**src/rtl/bakery_controller.sv**
```systemverilog
`default_nettype none
// ============================================================================
// Module      : bakery_controller
// Description : Batch recipe sequencer for the bakery plant. It runs fill,
//               dose, mix, dispense and drain, then an optional wash
//               (BAKERY_CTRL_WASH_EN).
// Revision    : 1.0 - initial release
// ============================================================================
module bakery_controller #(
    parameter int FLOUR_DOSES  = 4,
    parameter int SALT_DOSES   = 2,
    parameter int MIX_CYCLES   = 64,
    parameter int COVER_CYCLES = 32,
    parameter int PANS         = 4,
    parameter int TIMEOUT      = 1023
) (
    input  logic       clk,
    input  logic       rst,
    input  logic       en,
    input  logic       start,
    input  logic       Y_water_base,
    input  logic       Y_water_middle,
    input  logic       Y_water_top,
    input  logic       Y_flour,
    input  logic       Y_salt,
    input  logic       Y_flour_remain,
    input  logic       Y_salt_remain,
    input  logic       Y_pan,
    input  logic       Y_pan_full,
    output logic       X_water,
    output logic       X_drain,
    output logic       X_flour,
    output logic       X_salt,
    output logic       X_mixer,
    output logic       X_cover,
    output logic       X_pressurize,
    output logic       X_dispenser,
    output logic       X_pan_conveyor,
    output logic       busy,
    output logic       done,
    output logic       fault,
    output logic [2:0] fault_code,
    output logic [3:0] state
);
    typedef enum logic [3:0] {
        S_IDLE       = 4'd0,
        S_FILL       = 4'd1,
        S_FLOUR      = 4'd2,
        S_SALT       = 4'd3,
        S_COVER      = 4'd4,
        S_MIX        = 4'd5,
        S_DISPENSE   = 4'd6,
        S_DRAIN      = 4'd7,
        S_WASH_FILL  = 4'd8,
        S_WASH_MIX   = 4'd9,
        S_WASH_DRAIN = 4'd10,
        S_FINISH     = 4'd11,
        S_FAULT      = 4'd12
    } state_t;

    // Sub-phases: feeder states use CHECK/PULSE/RISE/FALL, DISPENSE uses CONVEY/FILLPAN
    localparam logic [1:0] c_PH_CHECK   = 2'd0;
    localparam logic [1:0] c_PH_PULSE   = 2'd1;
    localparam logic [1:0] c_PH_RISE    = 2'd2;
    localparam logic [1:0] c_PH_FALL    = 2'd3;
    localparam logic [1:0] c_PH_CONVEY  = 2'd0;
    localparam logic [1:0] c_PH_FILLPAN = 2'd1;

    localparam logic [15:0] c_TIMEOUT_LAST = 16'(TIMEOUT - 1);
    localparam logic [15:0] c_COVER_LAST   = 16'(COVER_CYCLES - 1);
    localparam logic [15:0] c_MIX_LAST     = 16'(MIX_CYCLES - 1);
    localparam logic [3:0]  c_FLOUR_DOSES  = 4'(FLOUR_DOSES);
    localparam logic [3:0]  c_SALT_DOSES   = 4'(SALT_DOSES);
    localparam logic [3:0]  c_PANS         = 4'(PANS);

    localparam logic [2:0] c_FC_NONE     = 3'd0;
    localparam logic [2:0] c_FC_WATER    = 3'd1;
    localparam logic [2:0] c_FC_FLOUR    = 3'd2;
    localparam logic [2:0] c_FC_SALT     = 3'd3;
    localparam logic [2:0] c_FC_PAN      = 3'd4;
    localparam logic [2:0] c_FC_DRAIN    = 3'd5;
    localparam logic [2:0] c_FC_OVERFLOW = 3'd6;

    state_t      r_state, w_state_nxt;
    logic [1:0]  r_phase, w_phase_nxt;
    logic [15:0] r_timer, w_timer_nxt;
    logic [3:0]  r_doses, w_doses_nxt;
    logic [3:0]  r_pans, w_pans_nxt;
    logic [2:0]  r_fault_code, w_code_nxt;
    logic [2:0]  w_wait_code;
    logic        w_feed_ack, w_feed_remain;
    logic [2:0]  w_feed_code;
    logic [3:0]  w_feed_target;
    state_t      w_feed_after;
    logic [11:0] r_out, w_out_nxt;

    // FLOUR and SALT share one handshake; only the sensor set differs
    assign w_feed_ack    = (r_state == S_SALT) ? Y_salt        : Y_flour;
    assign w_feed_remain = (r_state == S_SALT) ? Y_salt_remain : Y_flour_remain;
    assign w_feed_code   = (r_state == S_SALT) ? c_FC_SALT     : c_FC_FLOUR;
    assign w_feed_target = (r_state == S_SALT) ? c_SALT_DOSES  : c_FLOUR_DOSES;
    assign w_feed_after  = (r_state == S_SALT) ? S_COVER       : S_SALT;

    always_comb begin
        w_state_nxt = r_state;
        w_phase_nxt = r_phase;
        w_doses_nxt = r_doses;
        w_pans_nxt  = r_pans;
        w_code_nxt  = r_fault_code;
        w_wait_code = c_FC_NONE;

        case (r_state)
            S_IDLE: if (start) w_state_nxt = S_FILL;
            S_FILL: begin
                w_wait_code = c_FC_WATER;
                if (Y_water_middle) w_state_nxt = S_FLOUR;
            end
            S_FLOUR, S_SALT: begin
                case (r_phase)
                    c_PH_CHECK: begin
                        if (!w_feed_remain) begin
                            w_state_nxt = S_FAULT;
                            w_code_nxt  = w_feed_code;
                        end else begin
                            w_phase_nxt = c_PH_PULSE;
                        end
                    end
                    c_PH_PULSE: w_phase_nxt = c_PH_RISE;
                    c_PH_RISE: begin
                        w_wait_code = w_feed_code;
                        if (w_feed_ack) w_phase_nxt = c_PH_FALL;
                    end
                    default: begin
                        w_wait_code = w_feed_code;
                        if (!w_feed_ack) begin
                            if (r_doses + 4'd1 == w_feed_target) begin
                                w_state_nxt = w_feed_after;
                            end else begin
                                w_doses_nxt = r_doses + 4'd1;
                                w_phase_nxt = c_PH_CHECK;
                            end
                        end
                    end
                endcase
            end
            S_COVER: if (r_timer == c_COVER_LAST) w_state_nxt = S_MIX;
            S_MIX:   if (r_timer == c_MIX_LAST)   w_state_nxt = S_DISPENSE;
            S_DISPENSE: begin
                w_wait_code = c_FC_PAN;
                if (r_phase == c_PH_CONVEY) begin
                    if (Y_pan) w_phase_nxt = c_PH_FILLPAN;
                end else if (Y_pan_full) begin
                    if ((r_pans + 4'd1 == c_PANS) || !Y_water_base) begin
                        w_state_nxt = S_DRAIN;
                    end else begin
                        w_pans_nxt  = r_pans + 4'd1;
                        w_phase_nxt = c_PH_CONVEY;
                    end
                end
            end
            S_DRAIN: begin
                w_wait_code = c_FC_DRAIN;
`ifdef BAKERY_CTRL_WASH_EN
                if (!Y_water_base) w_state_nxt = S_WASH_FILL;
`else
                if (!Y_water_base) w_state_nxt = S_FINISH;
`endif
            end
`ifdef BAKERY_CTRL_WASH_EN
            S_WASH_FILL: begin
                w_wait_code = c_FC_WATER;
                if (Y_water_middle) w_state_nxt = S_WASH_MIX;
            end
            S_WASH_MIX: if (r_timer == c_MIX_LAST) w_state_nxt = S_WASH_DRAIN;
            S_WASH_DRAIN: begin
                w_wait_code = c_FC_DRAIN;
                if (!Y_water_base) w_state_nxt = S_FINISH;
            end
`endif
            S_FINISH: w_state_nxt = S_IDLE;
            default: ;
        endcase

        // A sensor that answers on the last allowed cycle still wins over the timeout
        if ((w_wait_code != c_FC_NONE) && (w_state_nxt == r_state) &&
            (w_phase_nxt == r_phase) && (r_timer == c_TIMEOUT_LAST)) begin
            w_state_nxt = S_FAULT;
            w_code_nxt  = w_wait_code;
        end
        if (Y_water_top && (r_state != S_IDLE) && (r_state != S_FAULT)) begin
            w_state_nxt = S_FAULT;
            w_code_nxt  = c_FC_OVERFLOW;
        end
        if (w_state_nxt != r_state) begin
            w_phase_nxt = '0;
            w_doses_nxt = '0;
            w_pans_nxt  = '0;
        end

        if ((w_state_nxt != r_state) || (w_phase_nxt != r_phase) ||
            (w_state_nxt == S_IDLE) || (w_state_nxt == S_FAULT))
            w_timer_nxt = '0;
        else
            w_timer_nxt = r_timer + 16'd1;

        // Outputs are decoded from the upcoming state so they register alongside it
        w_out_nxt     = '0;
        w_out_nxt[11] = (w_state_nxt == S_FILL) || (w_state_nxt == S_WASH_FILL);
        w_out_nxt[10] = (w_state_nxt == S_DRAIN) || (w_state_nxt == S_WASH_DRAIN) ||
                        (w_state_nxt == S_FAULT);
        w_out_nxt[9]  = (w_state_nxt == S_FLOUR) && (w_phase_nxt == c_PH_PULSE);
        w_out_nxt[8]  = (w_state_nxt == S_SALT)  && (w_phase_nxt == c_PH_PULSE);
        w_out_nxt[7]  = (w_state_nxt == S_MIX) || (w_state_nxt == S_WASH_MIX);
        w_out_nxt[6]  = (w_state_nxt == S_COVER) || (w_state_nxt == S_MIX);
        w_out_nxt[5]  = (w_state_nxt == S_MIX);
        w_out_nxt[4]  = (w_state_nxt == S_DISPENSE) && (w_phase_nxt == c_PH_FILLPAN);
        w_out_nxt[3]  = (w_state_nxt == S_DISPENSE) && (w_phase_nxt == c_PH_CONVEY);
        w_out_nxt[2]  = (w_state_nxt != S_IDLE) && (w_state_nxt != S_FAULT);
        w_out_nxt[1]  = (w_state_nxt == S_FINISH);
        w_out_nxt[0]  = (w_state_nxt == S_FAULT);
    end

    always_ff @(posedge clk) begin
        if (rst) begin
            r_state      <= S_IDLE;
            r_phase      <= '0;
            r_timer      <= '0;
            r_doses      <= '0;
            r_pans       <= '0;
            r_fault_code <= c_FC_NONE;
            r_out        <= '0;
        end else if (en) begin
            r_state      <= w_state_nxt;
            r_phase      <= w_phase_nxt;
            r_timer      <= w_timer_nxt;
            r_doses      <= w_doses_nxt;
            r_pans       <= w_pans_nxt;
            r_fault_code <= w_code_nxt;
            r_out        <= w_out_nxt;
        end
    end

    assign {X_water, X_drain, X_flour, X_salt, X_mixer, X_cover, X_pressurize,
            X_dispenser, X_pan_conveyor, busy, done, fault} = r_out;
    assign fault_code = r_fault_code;
    assign state      = r_state;

endmodule
`default_nettype wire

```
**config.mk**
```make
export PLATFORM = sky130hd
export DESIGN_NAME = bakery_controller
export DESIGN_NICKNAME = d
export VERILOG_FILES = /design/src/rtl/bakery_controller.sv
export SDC_FILE = /design/constraint.sdc
export NUM_CORES = 1
export LEC_CHECK = 0
export BUFFER_PORTS_ARGS = -buffer_cell sky130_fd_sc_hd__buf_2
export CELL_PAD_IN_SITES_DETAIL_PLACEMENT = 0
export CELL_PAD_IN_SITES_GLOBAL_PLACEMENT = 1
export CORE_ASPECT_RATIO = 2
export CORE_MARGIN = 10
export CORE_UTILIZATION = 40
export DETAILED_ROUTE_END_ITERATION = 16
export PLACE_DENSITY_LB_ADDON = 0.1
export SYNTH_ARGS = -nofsm -noshare
export SYNTH_HDL_FRONTEND = slang
export SYNTH_SLANG_ARGS = --single-unit
```
**constraint.sdc**
```tcl
create_clock -name clk -period 6.1 [get_ports clk]
set_input_delay 0.915 -clock clk [delete_from_list [all_inputs] [get_ports clk]]
set_output_delay 0.915 -clock clk [all_outputs]
set_load 0.01 [all_outputs]
```
==> out/qor.yml <==
fmaxAchievable_mhz: 245.4
synth_top_family_by_area: "simple AND/OR/NAND/NOR gates"
core_region_area_sq_um: 7267
leakagePower_nw: 1.224
die_area_sq_um: 11500
hold_ws_ns: 0.4488
antenna_found_initial: 0
drt_iter0_drc: 145
dr.pass1.iters: 4
finalSetupViolCount: 0
cts_setup_buffers: 0
setup-tns-final_ns: 0
grt_max_degree: 25
crit_path_max_fanout: 22
postSynthAreaPerCell_sq_um: 7.711
finalClockSkew_ns: 0.009065
grt_pass1_vias: 2892
power_mw: 0.7965
die_y_microns: 142.0
htreeDepth: 2
slew_headroom_pct: 43.55
switchingPower_mw: 0.2425
synth_fa_ha_area_share_pct: 3.363
netlist_instances: 386
fin_crit_ns: 4.075
drive_above_1_share_pct: 12.94
synthTopCellsByArea: "dfxtp_1, nor2_1, nand2_1"
grt_pass1_wl_mm: 14.68
worstSetupStartpointType: "flip-flop"
synth_edf_count: 0
start_util_pct: 40.96
ant_nets: 0
period_share_pct: 66.80
clockPowerShare_pct: 39.5
synth.mux.area_fraction_pct: 1.555
cp.required_ns: 6.26
post_drt_wl_per_cell_microns: 18.77
combPwrFrac_pct: 20.0
routed_wl_mm: 9.270
grt_util_all_layers_pct: 16.32
cts.sinks: 45
final_hold_viol_count: 0
nets: 422
via_count: 2958
maxSlewViolCount: 0
powerDensity_nw_per_um2: 240.1
yosysUniqueCellTypes: 66
hpwl_mm: 7.127
arrival_ns: 4.23
ctsHoldBuffers: 0
cts_buffers: 5
status: "completed"
antenna_cells: 0
globalplace.congestion: 0.9246
maxCapViolations: 0
worstSetupPathType: "flip-flop to flip-flop"
ys_ff_latch: 45
yosys_warnings: 0
syn-cell-area_sq_um: 2977
worst_pin_slew_ns: 0.8468
cts_resized: 0
yosysTopAreaCellShare_pct: 30.26
io_pins: 32
synth_xor_xnor_area_share_pct: 5.591
root_buffer: "clkbuf_16"
seqPwrFrac_pct: 40.5
rows: 44
area_delta_synth_final_pct: 11.48
ys.flop_type: "dfxtp_1"
port_buffers: 31
ys_seq_area_share_pct: 30.26
p_int_mw: 0.5541
cts_max_path_buffers: 2
die_w_microns: 81.00
sw_frac_of_total_pct: 30.44
grt_overflow: 0
hold_class: "flip-flop to flip-flop"
irDropWorstVdd_uv: 226.3
setup.worst_path.end_class: "flip-flop"
cts_tree: "done"
grt_setup_unrepaired: "no"
yosys.area.top_type: "dfxtp_1"
vias_per_cell: 5.988
synth-simple-area-share_pct: 33.33
synthArstFlopShare_pct: 0
clk_latency_ns: 0.29
cts.clk_slew.worst_paths_ns: 0.07
drc_errors: 0
syn-num-nets: 407
synth_compound_area_share_pct: 20.89
==> routing by layer <==
metal  wire length, microns  global-route usage (%)
met4                    249                   6.874
met1                   3396                   15.40
met5                      0                       0
met3                    233                   2.785
met2                   5390                   32.17
==> cell usage in the layout, fill, tap and decap left out, types with 8 or more instances in the layout <==
cell type   n
nand3_1    16
nor4_1      9
ha_1        8
nand2_1    39
nor3_1      8
o21ai_0    15
a21oi_1    16
nor2_1     43
nand2b_1    8
buf_2      31
nand4_1    16
inv_1      12
xor2_1     12
dfxtp_1    45
==> final cells by class <==
class	instances	area, sq um
clock buffers	6	128.9
clock inverters	2	38.79
fillers	804	3949
inverters	12	45.04
multi-input cells	305	1927
flip-flops and latches	45	900.9
well taps	92	115.1
repair buffers	32	162.7
==> state kept, by name, indices dropped and copies added, names as in the netlist <==
register    cells
fault_code      3
r_doses         4
r_out          12
r_pans          4
r_phase         2
r_timer        16
state           4
==> worst max-delay path, stage by stage, from the launching register on <==
cell      delay (ns)
dfxtp_1         0.73
and4bb_1        0.54
mux2_2          0.39
and3_1          0.16
nor4_1          0.39
nand4_1         0.32
o41a_1          0.61
nor4b_1         0.21
o21ai_2         0.49
nor2_1          0.10
==> Yosys cell counts (all sizes together), types with 4 or more instances <==
master	instances
a21oi	16
a22o	5
a31oi	7
and3	6
buf	7
clkbuf	17
dfxtp	45
ha	8
inv	12
nand2	39
nand2b	8
nand3	16
nand3b	4
nand4	16
nor2	44
nor2b	7
nor3	8
nor3b	4
nor4	9
nor4b	4
o21ai	23
o31ai	7
or4	4
xnor2	7
xor2	12
==> cells by family after synthesis <==
group / after synthesis
xor+xnor: 19
fa+ha+maj: 8
mux: 4
simple gates: 185
compound gates: 89
flops: 45
buf+inv: 36
==> power groups by stage <==
stage / clock (mW) / combinational, mW / sequential, mW
floorplan: 0 / 0.119 / 0.319
global placement: 0 / 0.160 / 0.328
detailed placement: 0 / 0.159 / 0.328
CTS: 0.320 / 0.160 / 0.322
global route: 0.332 / 0.174 / 0.324
finish: 0.315 / 0.160 / 0.322
==> metrics by stage <==
step                      std cells  area (sq um)  setup slack [ns]  utilization, %
after floorplan                 386          2977             2.817               -
after global placement          486          3151             2.152           43.35
after detailed placement        486          3151             2.051           43.35
after CTS                       494          3318             2.051           45.66
after global routing            494          3318             1.753           45.66
final                           494          3318             2.025           45.66
==> worst paths after layout <==
path / from / endpoint / slack, ns / cells after the start
worst max register to register: state[0] / r_timer[5] / 2.03 / 9
worst min-delay path: r_out[8] / r_out[8] / 0.45 / 2
worst max-delay path: state[0] / r_timer[5] / 2.03 / 9
worst min register to register: r_out[8] / r_out[8] / 0.45 / 2
(Power assumes the default switching activity.)
